--- src/rtl/music_pkg.sv ---
// music_pkg: note codes, sequencer state encoding and default tempo divider.
package music_pkg;
   localparam int TICK_DIV_DEF = 1_000_000;
   localparam logic [7:0] REST   = 8'd0;
   localparam logic [7:0] NOTE_G = 8'd23;
   localparam logic [7:0] NOTE_A = 8'd25;
   localparam logic [7:0] NOTE_B = 8'd27;
   localparam logic [7:0] NOTE_C = 8'd28;
   localparam logic [7:0] NOTE_D = 8'd30;
   typedef enum logic [1:0] {IDLE, PLAY, PAUSE} state_t;
endpackage

--- src/rtl/music_sequencer_if.sv ---
// music_sequencer_if: control inputs from the game FSM and note outputs to the tone generator.
interface music_sequencer_if #(
   parameter int ADDR_W  = 8,
   parameter int NOTE_W  = 8,
   parameter int SCALE_W = 3
) ();
   logic               start;
   logic               pause;
   logic               stop;
   logic               loop_en;
   logic [SCALE_W-1:0] tempo_scale;
   logic [NOTE_W-1:0]  note;
   logic               note_on;
   logic [ADDR_W-1:0]  step_addr;
   logic               playing;
   logic               done;
   modport master (output start, pause, stop, loop_en, tempo_scale,
                   input note, note_on, step_addr, playing, done);
   modport slave  (input start, pause, stop, loop_en, tempo_scale,
                   output note, note_on, step_addr, playing, done);
endinterface

--- src/rtl/music_sequencer_rom.sv ---
// song_rom: synchronous note table; addresses at or beyond SONG_LEN read as rest.
module song_rom
   import music_pkg::*;
#(
   parameter int ADDR_W   = 8,
   parameter int NOTE_W   = 8,
   parameter int SONG_LEN = 201
) (
   input  logic              clk,
   input  logic [ADDR_W-1:0] addr,
   output logic [NOTE_W-1:0] note
);
   logic [NOTE_W-1:0] data;
   always_comb begin
      case (addr)
         ADDR_W'(0): data = NOTE_W'(NOTE_B);
         ADDR_W'(1): data = NOTE_W'(NOTE_B);
         ADDR_W'(3): data = NOTE_W'(NOTE_D);
         ADDR_W'(4): data = NOTE_W'(NOTE_D);
         ADDR_W'(5): data = NOTE_W'(NOTE_D);
         ADDR_W'(7): data = NOTE_W'(NOTE_G);
         default:    data = NOTE_W'(REST);
      endcase
   end
   always_ff @(posedge clk)
      note <= (int'(addr) < SONG_LEN) ? data : '0;
endmodule

--- src/rtl/music_sequencer.sv ---
// music_sequencer: steps the song table at a programmable tempo with play/pause/stop/loop control.
module music_sequencer
   import music_pkg::*;
#(
   parameter int TICK_DIV = TICK_DIV_DEF,
   parameter int ADDR_W   = 8,
   parameter int NOTE_W   = 8,
   parameter int SONG_LEN = 201,
   parameter int SCALE_W  = 3
) (
   input logic clk,
   input logic rst_n,
   music_sequencer_if.slave bus
);
   localparam int TW = $clog2(TICK_DIV + 1);
   localparam logic [TW-1:0]     TICK_MAX = TW'(TICK_DIV - 1);
   localparam logic [ADDR_W-1:0] LAST     = ADDR_W'(SONG_LEN - 1);
   state_t             state;
   logic [TW-1:0]      tick;
   logic [SCALE_W-1:0] scale;
   logic [ADDR_W-1:0]  addr;
   logic [NOTE_W-1:0]  rom_note;
   logic [NOTE_W-1:0]  prev;
   logic               en;
   logic               done_q;
   logic               wrap;
   logic               step;
   logic               last;
   song_rom #(.ADDR_W(ADDR_W), .NOTE_W(NOTE_W), .SONG_LEN(SONG_LEN)) u_rom (
      .clk (clk),
      .addr(addr),
      .note(rom_note)
   );
   // >= lets a lowered tempo_scale end an overlong step at the next wrap
   always_comb begin
      wrap = tick == TICK_MAX;
      step = wrap && scale >= bus.tempo_scale;
      last = addr == LAST;
   end
   // every path into IDLE clears the counters, so PLAY always starts fresh from IDLE
   always_ff @(posedge clk or negedge rst_n) begin
      if (!rst_n) begin
         state  <= IDLE;
         tick   <= '0;
         scale  <= '0;
         addr   <= '0;
         en     <= 1'b0;
         prev   <= '0;
         done_q <= 1'b0;
      end else begin
         en     <= state == PLAY;
         prev   <= bus.note;
         done_q <= 1'b0;
         if (bus.stop) begin
            state <= IDLE;
            tick  <= '0;
            scale <= '0;
            addr  <= '0;
         end else begin
            case (state)
               IDLE: if (bus.start && !bus.pause) state <= PLAY;
               PLAY: begin
                  tick  <= wrap ? '0 : tick + 1'b1;
                  scale <= step ? '0 : wrap ? scale + 1'b1 : scale;
                  if (step && last && !bus.loop_en) begin
                     state  <= IDLE;
                     addr   <= '0;
                     done_q <= 1'b1;
                  end else begin
                     if (step) addr <= last ? '0 : addr + 1'b1;
                     if (bus.pause) state <= PAUSE;
                  end
               end
               PAUSE: if (!bus.pause && bus.start) state <= PLAY;
               default: state <= IDLE;
            endcase
         end
      end
   end
   assign bus.note      = en ? rom_note : '0;
   assign bus.note_on   = (bus.note != '0) && (bus.note != prev);
   assign bus.step_addr = addr;
   assign bus.playing   = state == PLAY;
   assign bus.done      = done_q;
endmodule

--- src/flat_wrapper.sv ---
// flat-port wrapper written by rule: the top's interface ports become plain ports
module music_sequencer_flat import music_pkg::*;
#(
   parameter int TICK_DIV = TICK_DIV_DEF,
   parameter int ADDR_W   = 8,
   parameter int NOTE_W   = 8,
   parameter int SONG_LEN = 201,
   parameter int SCALE_W  = 3
)
  (clk, rst_n, bus_start, bus_pause, bus_stop, bus_loop_en, bus_tempo_scale, bus_note, bus_note_on, bus_step_addr, bus_playing, bus_done);
  music_sequencer_if #(.ADDR_W(ADDR_W), .NOTE_W(NOTE_W), .SCALE_W(SCALE_W)) bus_i ();
  input logic clk;
  input logic rst_n;
  input wire logic [$bits(bus_i.start)-1:0] bus_start;
  input wire logic [$bits(bus_i.pause)-1:0] bus_pause;
  input wire logic [$bits(bus_i.stop)-1:0] bus_stop;
  input wire logic [$bits(bus_i.loop_en)-1:0] bus_loop_en;
  input wire logic [$bits(bus_i.tempo_scale)-1:0] bus_tempo_scale;
  output wire logic [$bits(bus_i.note)-1:0] bus_note;
  output wire logic [$bits(bus_i.note_on)-1:0] bus_note_on;
  output wire logic [$bits(bus_i.step_addr)-1:0] bus_step_addr;
  output wire logic [$bits(bus_i.playing)-1:0] bus_playing;
  output wire logic [$bits(bus_i.done)-1:0] bus_done;
  assign bus_i.start = bus_start;
  assign bus_i.pause = bus_pause;
  assign bus_i.stop = bus_stop;
  assign bus_i.loop_en = bus_loop_en;
  assign bus_i.tempo_scale = bus_tempo_scale;
  assign bus_note = bus_i.note;
  assign bus_note_on = bus_i.note_on;
  assign bus_step_addr = bus_i.step_addr;
  assign bus_playing = bus_i.playing;
  assign bus_done = bus_i.done;
  music_sequencer #(.TICK_DIV(TICK_DIV), .ADDR_W(ADDR_W), .NOTE_W(NOTE_W), .SONG_LEN(SONG_LEN), .SCALE_W(SCALE_W)) u_core (.clk(clk), .rst_n(rst_n), .bus(bus_i));
endmodule
--- config.mk ---
export PLATFORM = sky130hd
export DESIGN_NAME = music_sequencer_flat
export DESIGN_NICKNAME = d
export VERILOG_FILES = /design/src/rtl/music_pkg.sv /design/src/rtl/music_sequencer_if.sv /design/src/rtl/music_sequencer_rom.sv /design/src/rtl/music_sequencer.sv /design/src/flat_wrapper.sv
export SDC_FILE = /design/constraint.sdc
export NUM_CORES = 1
export LEC_CHECK = 0
export CAP_MARGIN = 20
export CORE_MARGIN = 1
export CORE_UTILIZATION = 50
export DETAILED_ROUTE_END_ITERATION = 10
export PLACE_DENSITY_LB_ADDON = 0.25
export SLEW_MARGIN = 20
export SYNTH_ARGS = -nofsm -noshare
export SYNTH_HDL_FRONTEND = slang
export SYNTH_SLANG_ARGS = --single-unit
export TNS_END_PERCENT = 50
--- constraint.sdc ---
create_clock -name clk -period 3.1 [get_ports clk]
set_clock_uncertainty 0.2 [all_clocks]
set_input_delay 0.62 -clock clk [delete_from_list [all_inputs] [get_ports clk]]
set_output_delay 0.62 -clock clk [all_outputs]
set_load 0.01 [all_outputs]
# Yosys cells after proc, flatten, opt, wreduce, memory -nomap -nowiden
# Index checks and enable logic that the tools add are counted.
# word_totals
regBits	51
latchBits	0
ram_bits	0
rom_bits	0
input_bits	9
wordCells	66
n_memories	0
# classes
n_addsub	3
multipliers	0
div_mod_pow	0
n_lt_le_gt_ge	2
n_eq_ne	12
shifts	0
mux	22
bitwise	0
n_reduce_logical	19
# op_table
op	count
two-way mux 20 bit	3
two-way mux 8 bit	6
== test 8 x 3 -> 1 bit, second input constant	3
adder 20 x 1 -> 20 bit, second input constant	1
== test 20 bit, second input constant	1
case mux 5 bit (3 select lines)	1
two-way mux 3 bit	4
adder 8 x 1 -> 8 bit, second input constant	1
== test 8 x 1 -> 1 bit, second input constant	1
== test 8 x 2 -> 1 bit, second input constant	1
== test 8 bit, second input constant	1
zero test 8 bit	1
less-than comparator 8 bit, second input constant	1
two-way mux 2 bit	4
!= test 8 bit	1
nonzero test 8 bit	1
AND reduction 2 bit	3
nonzero test 3 bit	2
logical AND 1 bit	5
!= test 4 x 3 -> 1 bit, second input constant	1
case mux 2 bit (2 select lines)	1
OR reduction 2 bit	2
adder 3 x 1 -> 3 bit, second input constant	1
>= comparator 3 bit	1
other kinds (8)	11

# Depth between registers and ports, before layout
# logic_depth
ltp_word	7
mapped_depth	8
depth_no_buf	7

# Cells and area by module
# From an unflattened synthesis, not the netlist that was laid out.
# hier_totals
hier_cells	263
area_unflattened_um2	2502.4
# modules_own_cells
mod	n_inst	cells_per_inst	area_per_inst_um2	seq_area_each_um2
music_sequencer	1	244	2313.5	1076.0
song_rom	1	19	188.9	80.1

# Worst setup path before layout
# No wires, ideal clock.
# synth_timing
path_kind	input port to flip-flop
start	input bus_tempo_scale[2]
end	register u_core.addr[3], in the netlist u_core.bus.step_addr[3]
t_arrival_ns	1.984
required_ns	2.822
setup_slack_ns	0.838
cell_stages	8
path_cell_list	inv_1 -> ha_1 -> nand2_1 -> o21ai_2 -> nand4_1 -> buf_2 -> or3_1 -> a21oi_1
# synth_between
elab_chain_cells	7
word_cells_on_any_way	9
classes_between	order compare (1); mux (3); reduce/logical (5)
# synth_rtl
item	line_no	text
start, declared	flat_wrapper.sv:18	input wire logic [$bits(bus_i.tempo_scale)-1:0] bus_tempo_scale;
>= comparator 3 bit (*)	music_sequencer.sv:37	step = wrap && scale >= bus.tempo_scale;
logical AND 1 bit (*)	music_sequencer.sv:37	
logical AND 1 bit (2 in a row)	music_sequencer.sv:65	if (step && last && !bus.loop_en) begin
two-way mux 8 bit	music_sequencer.sv:65	
two-way mux 8 bit	music_sequencer.sv:60	case (state)
two-way mux 8 bit	music_sequencer.sv:54	if (bus.stop) begin
end signal, assigned	music_sequencer.sv:70	if (step) addr <= last ? '0 : addr + 1'b1;
end, declared	music_sequencer.sv:21	logic [ADDR_W-1:0] addr;
# Mark *: on every way between the ends. The rest lies on a longest branch, timed or not. The select of a mux whose other input is x is not followed.
# A chain may end at the register's enable or synchronous reset.

# Worst setup path after layout
# layout_timing
start	register u_core.en
end	output bus_note_on
# layout_between
elab_chain_cells	3
word_cells_on_any_way	4
classes_between	eq/ne (1); mux (1); reduce/logical (2)
# layout_rtl
item	line_no	text
start, declared	music_sequencer.sv:24	logic en;
start signal, assigned	music_sequencer.sv:47	en <= 1'b0;
start signal, assigned	music_sequencer.sv:51	en <= state == PLAY;
two-way mux 8 bit (*)	music_sequencer.sv:80	assign bus.note = en ? rom_note : '0;
!= test 8 bit / nonzero test 8 bit (equally long branches)	music_sequencer.sv:81	assign bus.note_on = (bus.note != '0) && (bus.note != prev);
logical AND 1 bit (*)	music_sequencer.sv:81	
end, declared	flat_wrapper.sv:20	output wire logic [$bits(bus_i.note_on)-1:0] bus_note_on;
# Mark *: on every way between the ends. The rest lies on a longest branch, timed or not.

==> impl_metrics.csv <==
group,metric,value,unit
floorplan,die_w,70.7,um
global_routing,grtUsageMet1,0.286,
sta,slew-limit-headroom,0.428,
detailed_routing,first_iter_violations,108,
flow_run,max_cap_viols,0,
synthesis,syn_area,2360,um2
synthesis,synth_cell_type_count,46,
floorplan,die_height,70.7,um
clock_tree,cts.root.buffer_cell,"clkbuf_8",
synthesis,synthesis.instances,258,
global_routing,met3_resource_use_gr,0.0427,
global_routing,grt_start_max_net_pins,40,
clock_tree,cts.sink_count,43,
sta,setup_violations,0,
sta,final_max_slew_viol_count,0,
hold_path,hold_class,"in2async",
clock_tree,cts.repair.resized,0,
setup_path,worst-setup-path-type,"reg2out",
sta,rsz0062_at_grt,"false",
floorplan,core-area,4440,um2
global_routing,grt_first_pass_wirelength,8.55,mm
floorplan,top_level_ports,28,
sta,hold_viol,0,
sta,worstMarginPinSlew,858,ps
global_routing,overflow,0,
detailed_routing,num_vias,1938,
global_routing,grt_antenna_before_repair,0,
pwr,p_leak,1.12,nW
clock_tree,tritoncts.num_buffers,5,
setup_path,critPathArrivalTime,1790,ps
setup_path,cp-end-kind,"output pin",
global_routing,global_route.usage.total,0.215,
pwr,ir_worst_vdd,0.309,mV
clock_tree,clock_tree_from_tritoncts,"yes",
synthesis,dominantRegCellSynth,"dfrtp_1",
detailed_routing,drt_first_pass_iters,7,
detailed_routing,drt_drc_violations_left,6,
clock_tree,clk-insertion-delay-late,300,ps
sta,post-route-min-period,2610,ps
placed_design,place_hpwl,3.36,mm
global_routing,grt_util_met2,0.356,
clock_tree,cts_post_setup_buffers_inserted,0,
clock_tree,ctsLongestPathBuffers,2,
sta,layout_worst_path_cycle_share,0.842,
floorplan,number_of_core_rows,24,
global_routing,grt_pass1_vias,1931,
floorplan,die_area,5000,um2
setup_path,worst_ep_required_time,2280,ps
detailed_routing,routed_wl,4.71,mm
sta,fmax,383,MHz
synthesis,count_of_flip_flops_with_a_built_in_enable_after_synthesis,0,
cells_and_area,antenna_cells_inserted,0,
cells_and_area,filler_cell_count,406,
pwr,power-per-cell-area,367,nW/um2
outcome,violations,"DRC",
setup_path,critical_path.max_fanout,5,
detailed_routing,detail-route-antenna-nets,0,
setup_path,worst_setup_path_start_kind,"register",
floorplan,start_util,0.531,
cells_and_area,syn_to_final_growth,15.8,%
placed_design,count_of_buffers_from_port_buffering,24,
global_routing,busiest_layer,"met2",
clock_tree,cts.reportedPaths.clkPinSlew,80,ps
outcome,status,"complete, but fails checks",
synthesis,yosys_warnings,0,
synthesis,syn_area_per_cell,9.15,um2
placed_design,finalWeightedCongestion,0.870,
synthesis,synth_seq_cells,43,
synthesis,sequential_to_total_area_share_from_yosys_stat,0.447,
cells_and_area,finish.net_count,301,
cells_and_area,drive_above_1_share,0.0702,
sta,totalNegativeSetupSlack,0,ps
pwr,report.power.total,0.00100,W
clock_tree,post_cts_hold_buffer_count,0,
detailed_routing,route.detailed.wl_per_inst,14.0,um
detailed_routing,detail_route.vias_per_cell,5.75,
synthesis,async_reset_ff_frac,0.907,
clock_tree,h-tree-depth,2,
path summary, 6_finish.rpt:
kind,startpoint,end,slack (ps),depth (start not counted)
max in group asynchronous,rst_n,u_core.tick[9]$_DFFE_PN0P_,1930,1
setup / recovery,u_core.en$_DFF_PN0_,bus_note_on,490,4
min in group clk,u_core.scale[2]$_DFFE_PN0P_,u_core.scale[2]$_DFFE_PN0P_,300,1
hold reg to reg,u_core.scale[2]$_DFFE_PN0P_,u_core.scale[2]$_DFFE_PN0P_,300,1
hold / removal,rst_n,u_core.bus.step_addr[3]$_DFFE_PN0P_,230,1
setup reg to reg,u_core.tick[10]$_DFFE_PN0P_,u_core.tick[15]$_DFFE_PN0P_,700,5
critical path, stage by stage (launching register included):
cell	delay (ps)
dfrtp_1	400
and2_1	200
xnor2_1	140
a41oi_1	190
clkdlybuf4s50_1	560
registers in the layout (all words and copies together) (netlist names):
name,flops
u_core.tick,20
u_core.u_rom.note,4
u_core.prev,4
u_core.state,2
u_core.en,1
u_core.bus.step_addr,8
u_core.bus.done,1
u_core.scale,3
routing by layer:
layer | up-vias | wire length [um]
li1 | 958 | -
met1 | 939 | 2190
met2 | 35 | 2310
met3 | 6 | 151
met4 | 0 | 57
met5 | - | 0
power breakdown:
part | total (W) | switching (W) | internal, W
Sequential | 0.000569 | 0.00000431 | 0.000565
Clock | 0.000357 | 0.000196 | 0.000161
Combinational | 0.0000757 | 0.0000437 | 0.0000320
Total | 0.00100 | 0.000244 | 0.000758
logic make-up (layout without fill, tap and decap cells):
kind of cell	Yosys count	after routing	share of synthesized area
buffers and inverters	20	45	0.0392
other	1	3	0.00159
adder cells (fa/ha/maj)	8	8	0.0424
XOR/XNOR	20	20	0.0742
multiplexers	1	1	0.00424
AO/OA/AOI/OAI	39	39	0.0996
AND/OR/NAND/NOR	126	126	0.291
flip-flops	43	43	0.447
cell type report:
class	instances	area, um2	area share
sequential	43	1060	0.386
clock buffer	5	68.8	0.0252
inverter	9	33.8	0.0124
clock inverter	3	25.0	0.00915
timing repair buffer	28	265	0.0970
multi-input combinational	197	1220	0.446
tap	52	65.1	0.0238
cell usage in the layout, fill, tap and decap left out, drive strengths merged, types with 3 or more instances in the layout:
cell | synthesis | final
xor2 | 13 | 13
ha | 8 | 8
nand3 | 11 | 11
dfxtp | 4 | 4
nor3 | 3 | 3
conb | 1 | 3
o211ai | 5 | 5
and4 | 3 | 3
nor4 | 4 | 4
nor2b | 4 | 4
o21ai | 9 | 9
and2 | 9 | 9
clkdlybuf4s50 | 0 | 23
clkbuf | 4 | 5
dfrtp | 39 | 39
buf | 7 | 5
clkinv | 1 | 3
nand4 | 11 | 11
and3 | 5 | 5
or3 | 4 | 4
nor2 | 31 | 31
nand2 | 26 | 26
or4 | 6 | 6
xnor2 | 7 | 7
inv | 8 | 8
a21oi | 17 | 17
synthesized netlist by cell type, types with 2 or more instances:
cell      count  area [um2]
or3_1         4        25.0
nand3_1      11        55.1
buf_2         2        10.0
ha_1          8         100
nor3_1        2        10.0
o21ai_0       8        40.0
nor2_1       31         116
o211ai_1      5        37.5
nand2_1      25        93.8
a31oi_1       2        12.5
xnor2_1       7        61.3
and3_1        4        25.0
and2_1        9        56.3
or4b_1        2        20.0
clkbuf_1      4        15.0
or4_1         6        45.0
nand4_1      11        68.8
nor4b_1       2        17.5
nor2b_1       4        25.0
a21oi_1      17        85.1
xor2_1       13         114
and4_1        3        26.3
nor4_1        3        18.8
inv_1         8        30.0
dfrtp_1      39         976
a311oi_1      2        17.5
buf_4         4        30.0
dfxtp_1       4        80.1
through the flow:
stage	utilization	area, um2	setup WS [ps]	std cells	hold WS [ps]
6_report	0.615	2730	491	337	229
2_1_floorplan	-	2370	838	260	124
5_1_grt	0.615	2730	290	337	299
3_5_place_dp	0.594	2640	354	329	290
4_1_cts	0.615	2730	454	337	251
3_3_place_gp	0.594	2640	428	329	283
(Power assumes the default switching activity.)
